==> src/rtl/chain_code_pkg.sv <==
// Shared constants for the Freeman chain-code decoder: direction codes, FSM states,
// error-flag bit positions and the direction-to-offset lookups.
package chain_code_pkg;

  localparam logic [2:0] DIR_E  = 3'd0;
  localparam logic [2:0] DIR_NE = 3'd1;
  localparam logic [2:0] DIR_N  = 3'd2;
  localparam logic [2:0] DIR_NW = 3'd3;
  localparam logic [2:0] DIR_W  = 3'd4;
  localparam logic [2:0] DIR_SW = 3'd5;
  localparam logic [2:0] DIR_S  = 3'd6;
  localparam logic [2:0] DIR_SE = 3'd7;

  localparam logic [1:0] ST_IDLE  = 2'd0;
  localparam logic [1:0] ST_RUN   = 2'd1;
  localparam logic [1:0] ST_CHECK = 2'd2;
  localparam logic [1:0] ST_DONE  = 2'd3;

  localparam int ERR_OPEN  = 0;
  localparam int ERR_PERIM = 1;
  localparam int ERR_AREA  = 2;
  localparam int ERR_OOB   = 3;

  // y grows downwards (row index), so "north" codes decrement y
  function automatic logic signed [1:0] dir_dx(input logic [2:0] c);
    case (c)
      DIR_E, DIR_NE, DIR_SE: dir_dx = 2'sd1;
      DIR_NW, DIR_W, DIR_SW: dir_dx = -2'sd1;
      default:               dir_dx = 2'sd0;
    endcase
  endfunction

  function automatic logic signed [1:0] dir_dy(input logic [2:0] c);
    case (c)
      DIR_NE, DIR_N, DIR_NW: dir_dy = -2'sd1;
      DIR_SW, DIR_S, DIR_SE: dir_dy = 2'sd1;
      default:               dir_dy = 2'sd0;
    endcase
  endfunction

endpackage

==> src/rtl/chain_code_step.sv <==
// Registered contour position with next-step bounds check, wrap and shoelace term.
// Next-pixel outputs exist only when PIXEL_WR_EN is defined.
module chain_code_step
  import chain_code_pkg::*;
#(
  parameter int IMG_W = 64,
  parameter int IMG_H = 64,
  parameter int XW    = 6,
  parameter int YW    = 6,
  parameter int TW    = 14
) (
  input  logic                 clk,
  input  logic                 reset,
  input  logic                 i_load,
  input  logic [XW-1:0]        i_ld_x,
  input  logic [YW-1:0]        i_ld_y,
  input  logic                 i_step,
  input  logic [2:0]           i_code,
  output logic [XW-1:0]        o_x,
  output logic [YW-1:0]        o_y,
`ifdef PIXEL_WR_EN
  output logic [XW-1:0]        o_nx,
  output logic [YW-1:0]        o_ny,
`endif
  output logic                 o_oob,
  output logic signed [TW-1:0] o_term
);

  localparam logic signed [XW+1:0] X_MAX  = (XW+2)'(IMG_W-1);
  localparam logic signed [YW+1:0] Y_MAX  = (YW+2)'(IMG_H-1);
  localparam logic [XW-1:0]        X_LAST = XW'(IMG_W-1);
  localparam logic [YW-1:0]        Y_LAST = YW'(IMG_H-1);

  logic [XW-1:0]        r_x;
  logic [YW-1:0]        r_y;
  logic signed [1:0]    w_dx, w_dy;
  logic signed [XW+1:0] w_sx;
  logic signed [YW+1:0] w_sy;
  logic                 w_x_lo, w_x_hi, w_y_lo, w_y_hi;
  logic [XW-1:0]        w_nx;
  logic [YW-1:0]        w_ny;
  logic signed [TW-1:0] w_xs, w_ys, w_tx, w_ty;

  assign w_dx = dir_dx(i_code);
  assign w_dy = dir_dy(i_code);
  assign w_sx = $signed({2'b00, r_x}) + $signed({{XW{w_dx[1]}}, w_dx});
  assign w_sy = $signed({2'b00, r_y}) + $signed({{YW{w_dy[1]}}, w_dy});

  assign w_x_lo = w_sx[XW+1];
  assign w_x_hi = (w_sx > X_MAX);
  assign w_y_lo = w_sy[YW+1];
  assign w_y_hi = (w_sy > Y_MAX);

  // leaving the frame wraps to the opposite edge; the walk carries on
  assign w_nx = w_x_lo ? X_LAST : (w_x_hi ? '0 : w_sx[XW-1:0]);
  assign w_ny = w_y_lo ? Y_LAST : (w_y_hi ? '0 : w_sy[YW-1:0]);

  assign w_xs = $signed({{(TW-XW){1'b0}}, r_x});
  assign w_ys = $signed({{(TW-YW){1'b0}}, r_y});
  assign w_tx = (w_dy == 2'sd1) ? w_xs : ((w_dy == -2'sd1) ? -w_xs : '0);
  assign w_ty = (w_dx == 2'sd1) ? w_ys : ((w_dx == -2'sd1) ? -w_ys : '0);

  always_ff @(posedge clk or posedge reset) begin
    if (reset) begin
      r_x <= '0;
      r_y <= '0;
    end else if (i_load) begin
      r_x <= i_ld_x;
      r_y <= i_ld_y;
    end else if (i_step) begin
      r_x <= w_nx;
      r_y <= w_ny;
    end
  end

  assign o_x    = r_x;
  assign o_y    = r_y;
  assign o_oob  = w_x_lo | w_x_hi | w_y_lo | w_y_hi;
  assign o_term = w_tx - w_ty;
`ifdef PIXEL_WR_EN
  assign o_nx   = w_nx;
  assign o_ny   = w_ny;
`endif

endmodule

==> src/rtl/chain_code_decoder_p.sv <==
// Freeman chain-code decoder: walks a contour, accumulates 2x shoelace area and checks
// closure/perimeter/area/bounds. Define PIXEL_WR_EN to add the frame-buffer pixel write port.
module chain_code_decoder_p
  import chain_code_pkg::*;
#(
  parameter int IMG_W  = 64,
  parameter int IMG_H  = 64,
  parameter int XW     = $clog2(IMG_W),
  parameter int YW     = $clog2(IMG_H),
  parameter int LEN_W  = 9,
  parameter int AREA_W = 12
) (
  input  logic              clk,
  input  logic              reset,
  input  logic              i_start,
  input  logic [XW-1:0]     i_start_x,
  input  logic [YW-1:0]     i_start_y,
  input  logic [LEN_W-1:0]  i_exp_perimeter,
  input  logic [AREA_W-1:0] i_exp_area,
  input  logic [2:0]        i_code,
  input  logic              i_code_valid,
  input  logic              i_code_last,
  output logic              o_code_ready,
  output logic              o_busy,
  output logic              o_done,
  output logic              o_error,
`ifdef PIXEL_WR_EN
  output logic              o_pix_we,
  output logic [XW-1:0]     o_pix_x,
  output logic [YW-1:0]     o_pix_y,
`endif
  output logic [3:0]        o_err_flags
);

  localparam int A2W = AREA_W + 2;

  logic [1:0]            r_state;
  logic [XW-1:0]         r_sx;
  logic [YW-1:0]         r_sy;
  logic [LEN_W-1:0]      r_exp_perim;
  logic [AREA_W-1:0]     r_exp_area;
  logic [LEN_W-1:0]      r_cnt;
  logic signed [A2W-1:0] r_a2;
  logic                  r_last;
  logic [3:0]            r_err;

  logic                  w_accept_start, w_hs, w_end, w_oob;
  logic [LEN_W-1:0]      w_cnt_inc;
  logic [XW-1:0]         w_x;
  logic [YW-1:0]         w_y;
  logic signed [A2W-1:0] w_term;
  logic [A2W-1:0]        w_abs, w_half;
`ifdef PIXEL_WR_EN
  logic [XW-1:0]         w_nx;
  logic [YW-1:0]         w_ny;
`endif

  assign w_accept_start = i_start & ((r_state == ST_IDLE) | (r_state == ST_DONE));
  assign w_hs      = i_code_valid & (r_state == ST_RUN);
  assign w_cnt_inc = (&r_cnt) ? r_cnt : r_cnt + 1'b1;
  assign w_end     = w_hs & (i_code_last | (w_cnt_inc == r_exp_perim));
  assign w_abs     = r_a2[A2W-1] ? $unsigned(-r_a2) : $unsigned(r_a2);
  assign w_half    = w_abs >> 1;

  chain_code_step #(
    .IMG_W(IMG_W), .IMG_H(IMG_H), .XW(XW), .YW(YW), .TW(A2W)
  ) u_step (
    .clk    (clk),
    .reset  (reset),
    .i_load (w_accept_start),
    .i_ld_x (i_start_x),
    .i_ld_y (i_start_y),
    .i_step (w_hs),
    .i_code (i_code),
    .o_x    (w_x),
    .o_y    (w_y),
`ifdef PIXEL_WR_EN
    .o_nx   (w_nx),
    .o_ny   (w_ny),
`endif
    .o_oob  (w_oob),
    .o_term (w_term)
  );

  always_ff @(posedge clk or posedge reset) begin
    if (reset) begin
      r_state     <= ST_IDLE;
      r_sx        <= '0;
      r_sy        <= '0;
      r_exp_perim <= '0;
      r_exp_area  <= '0;
      r_cnt       <= '0;
      r_a2        <= '0;
      r_last      <= 1'b0;
      r_err       <= '0;
    end else begin
      case (r_state)
        ST_IDLE, ST_DONE: begin
          if (w_accept_start) begin
            r_sx        <= i_start_x;
            r_sy        <= i_start_y;
            r_exp_perim <= i_exp_perimeter;
            r_exp_area  <= i_exp_area;
            r_cnt       <= '0;
            r_a2        <= '0;
            r_err       <= '0;
            // an empty contour is trivially consistent, so treat it as already "last"
            r_last      <= (i_exp_perimeter == '0);
            r_state     <= (i_exp_perimeter == '0) ? ST_CHECK : ST_RUN;
          end
        end
        ST_RUN: begin
          if (w_hs) begin
            r_cnt <= w_cnt_inc;
            r_a2  <= r_a2 + w_term;
            if (w_oob) r_err[ERR_OOB] <= 1'b1;
            if (w_end) begin
              r_last  <= i_code_last;
              r_state <= ST_CHECK;
            end
          end
        end
        default: begin
          r_err[ERR_OPEN]  <= (w_x != r_sx) | (w_y != r_sy);
          r_err[ERR_PERIM] <= (r_cnt != r_exp_perim) | ~r_last;
          r_err[ERR_AREA]  <= (w_half != {2'b00, r_exp_area});
          r_state          <= ST_DONE;
        end
      endcase
    end
  end

`ifdef PIXEL_WR_EN
  logic          r_pix_we;
  logic [XW-1:0] r_pix_x;
  logic [YW-1:0] r_pix_y;

  always_ff @(posedge clk or posedge reset) begin
    if (reset) begin
      r_pix_we <= 1'b0;
      r_pix_x  <= '0;
      r_pix_y  <= '0;
    end else begin
      r_pix_we <= 1'b0;
      if (w_accept_start && (i_exp_perimeter != '0)) begin
        r_pix_we <= 1'b1;
        r_pix_x  <= i_start_x;
        r_pix_y  <= i_start_y;
      end else if (w_hs) begin
        r_pix_we <= ~w_oob;
        r_pix_x  <= w_nx;
        r_pix_y  <= w_ny;
      end
    end
  end

  assign o_pix_we = r_pix_we;
  assign o_pix_x  = r_pix_x;
  assign o_pix_y  = r_pix_y;
`endif

  assign o_code_ready = (r_state == ST_RUN);
  assign o_busy       = (r_state == ST_RUN) | (r_state == ST_CHECK);
  assign o_done       = (r_state == ST_DONE);
  assign o_error      = o_done & (|r_err);
  assign o_err_flags  = r_err;

endmodule

==> config.mk <==
export PLATFORM = sky130hd
export DESIGN_NAME = chain_code_decoder_p
export DESIGN_NICKNAME = d
export VERILOG_FILES = /design/src/rtl/chain_code_pkg.sv /design/src/rtl/chain_code_step.sv /design/src/rtl/chain_code_decoder_p.sv
export SDC_FILE = /design/constraint.sdc
export NUM_CORES = 1
export LEC_CHECK = 0
export BUFFER_PORTS_ARGS = -buffer_cell sky130_fd_sc_hd__buf_4
export CORE_ASPECT_RATIO = 1.75
export CORE_UTILIZATION = 62
export DETAILED_ROUTE_END_ITERATION = 8
export PLACE_DENSITY_LB_ADDON = 0.25
export REMOVE_ABC_BUFFERS = 1
export SKIP_CTS_REPAIR_TIMING = 1
export SLEW_MARGIN = 10
export SYNTH_ARGS = -nofsm -noshare
export SYNTH_HDL_FRONTEND = slang
export SYNTH_HIERARCHICAL = 1
export SYNTH_SLANG_ARGS = --single-unit
==> constraint.sdc <==
create_clock -name clk -period 4.7 [get_ports clk]
set_input_delay 0.705 -clock clk [delete_from_list [all_inputs] [get_ports clk]]
set_output_delay 0.705 -clock clk [all_outputs]
set_load 0.1 [all_outputs]
==> results.tsv <==
metric	value	unit
outcome	finished, final reports clean	
slew_violations	0	
drc	0	
pin_count	49	
grt_first_pass_wirelength	27100	um
drt-met1-wl	5950	um
numClockSinks	75	
ys_ff_latch	75	
viasPerCell	6.42	
vias	5980	
slew_headroom	21.3	%
grt.total_usage	32.1	%
fin_skew	8.41	ps
period_share	94.3	%
yosys.area.top_type	dfrtp_1	
routed_wl	16800	um
antenna_found_initial	0	
p_leak	3.30	nW
slowest_delay	430	ps
synth_area	0.00649	mm^2
cp.buffers_inverters	0	
clockBufferDepth	2	
rows	49	
coreArea	0.0102	mm^2
worst_setup_path_start_kind	flip-flop	
hold_viol	0	
cp_common_cell	ha_1	
cp_max_fo	4	
hp-class	in -> async	
end_kind	flip-flop	
diodes	0	
wl_met2	8930	um
clk_latency	340	ps
synthTopCellsByArea	dfrtp_1 29%, ha_1 8.9%, mux2_2 5.9%	
dieWidth	79.3	um
nFillCells	794	
clk_pin_slew	60	ps
die_h	137	um
ir_worst_vdd	0.484	mV
wire_per_inst	18.0	um
cp_slowest_cell	a2111o_1	
rsz0062_at_grt	no	
grt_pass1_vias	5955	
final_antenna_net_count	0	
syn_inst	747	
worst_hold_slack	420	ps
highest-signal-layer	met4	
synth.top_cells.by_count	75 x dfrtp_1, 60 x nand2_1, 55 x a21oi_1, 50 x o21ai_0, 46 x ha_1	
synthArstFlopShare	100	%
port_buffers	48	
final_cell_count_no_fill	932	
drt_iter0_drc	308	
place_congestion	0.911	
layout.nets	891	
ys_seq_area_share	28.9	%
htree_levels	3	
critical_path_arrival	4660	ps
gr-total-overflow	0	
synthFlopType	dfrtp_1	
synth-edff-count	0	
tritoncts	built	
yosysWarnings	6	
area_delta_synth_final	13.8	%
critPathKind	reg -> reg	
cp.required	4930	ps
min_period	4430	ps
dieArea	0.0109	mm^2
cap_violations	0	
cts_buffers	9	
syn_area_per_cell	8.68	um^2
fmax	226	MHz
firstDrtPassIters	5	
synth.most_common_cell	dfrtp_1	
finalSetupViolCount	0	
drive_above_1_share	18.8	%
power.density	834	mW/mm^2
crit_family	compound AO/OA/AOI/OAI gates	
wl_met3	625	um
initial_utilization	63.4	%
place_hpwl	12900	um
post-place-cells	916	
path_cells	or3_4, nor3_4, ha_1, a21oi_1, ha_1, o21a_1, a2111o_1, a31o_2, a21oi_2, xnor2_1, ha_1, or3_1, a211o_1, o211ai_1, mux2i_1, o31ai_1, a21bo_2	
worst_pin_slew	1180	ps
p_total	6.15	mW
yosysUniqueCellTypes	75	
cts_root_buf	clkbuf_16	
yosys.area.top_type_share	28.9	%
fin_util	72.1	%
grt_max_degree	37	
-- power breakdown --
group	leakage (nW)	switching, mW	internal, mW
Clock	0.153	0.288	0.430
Combinational	2.23	2.40	1.76
Sequential	0.914	0.345	0.935
Total	3.30	3.03	3.12
-- sequential cells by signal, indices dropped and copies added, names as in the netlist --
| signal | flops |
|---|---|
| r_sx | 6 |
| r_last | 1 |
| o_err_flags | 4 |
| r_sy | 6 |
| r_exp_area | 12 |
| u_step/o_x | 6 |
| r_a2 | 14 |
| r_exp_perim | 9 |
| u_step/o_y | 6 |
| r_state | 2 |
| r_cnt | 9 |
-- cells in the final DEF, fill, tap and decap left out, types with 5 or more instances in the layout --
master	n
dfrtp_1	73
buf_4	71
nand2_1	60
a21oi_1	53
o21ai_0	50
ha_1	46
nor2_1	44
xor2_1	37
xnor2_1	35
mux2_2	34
inv_1	31
nand3_1	28
nor3_1	25
or3_1	15
a21o_1	14
nand2b_1	13
o31ai_1	12
nor4_1	9
a31oi_1	9
clkbuf_16	9
a211oi_1	7
o21bai_1	7
mux2i_1	6
or2_2	5
and3_1	5
o21a_1	5
a32o_1	5
-- worst paths after layout --
path / startpoint / end / slack [ps] / cells after the start
max: u_step/o_y[2]$_DFFE_PP0P_ / r_a2[13]$_DFFE_PP0P_ / 270 / 17
min: reset / u_step/o_x[4]$_DFFE_PP0P_ / 420 / 2
max reg2reg: u_step/o_y[2]$_DFFE_PP0P_ / r_a2[13]$_DFFE_PP0P_ / 270 / 17
min reg2reg: r_sx[2]$_DFFE_PP0P_ / r_sx[2]$_DFFE_PP0P_ / 530 / 1
max in group asynchronous: reset / r_sy[4]$_DFFE_PP0P_ / 3280 / 3
min in group clk: r_sx[2]$_DFFE_PP0P_ / r_sx[2]$_DFFE_PP0P_ / 530 / 1
-- cells by family after synthesis --
family | Yosys count | share of synthesized area (%)
AND/OR/NAND/NOR | 239 | 18.9
flip-flops | 75 | 28.9
adder cells (fa/ha/maj) | 50 | 10.1
AO/OA/AOI/OAI | 207 | 21.0
buffers and inverters | 63 | 4.15
multiplexers | 41 | 7.17
XOR/XNOR | 72 | 9.72
-- through the flow --
step | instance area, um^2 | worst slack [ps] | setup TNS [ps]
floorplan | 6350 | 217 | 0
global placement | 7040 | 56.2 | 0
detailed placement | 7040 | -58.3 | -58.3
CTS | 7350 | 91.6 | 0
global route | 7380 | 1.13 | 0
finish | 7380 | 270 | 0
-- per-layer routing --
layer  up-vias  track usage (%)
li1       2846                -
met1      2868             30.4
met2       189             59.8
met3        77             4.64
met4         0             26.0
met5         -                0
-- worst reg2reg max path: stages, from the launching register on --
cell	delay [ps]
dfrtp_1	380
or3_4	420
nor3_4	160
ha_1	270
a21oi_1	160
ha_1	300
o21a_1	140
a2111o_1	430
a31o_2	250
a21oi_2	150
xnor2_1	80
ha_1	200
or3_1	370
a211o_1	240
o211ai_1	170
mux2i_1	270
o31ai_1	100
a21bo_2	260
-- layout make-up --
class / count / area [um^2] / share of cell area [%]
inverter: 34 / 128 / 1.73
tap: 127 / 159 / 2.15
sequential: 75 / 1880 / 25.5
timing repair buffer: 71 / 533 / 7.22
clock buffer: 10 / 239 / 3.24
clock inverter: 6 / 70.1 / 0.949
multi-input combinational: 609 / 4370 / 59.2
Note: power is estimated with default switching activity, not from simulation.
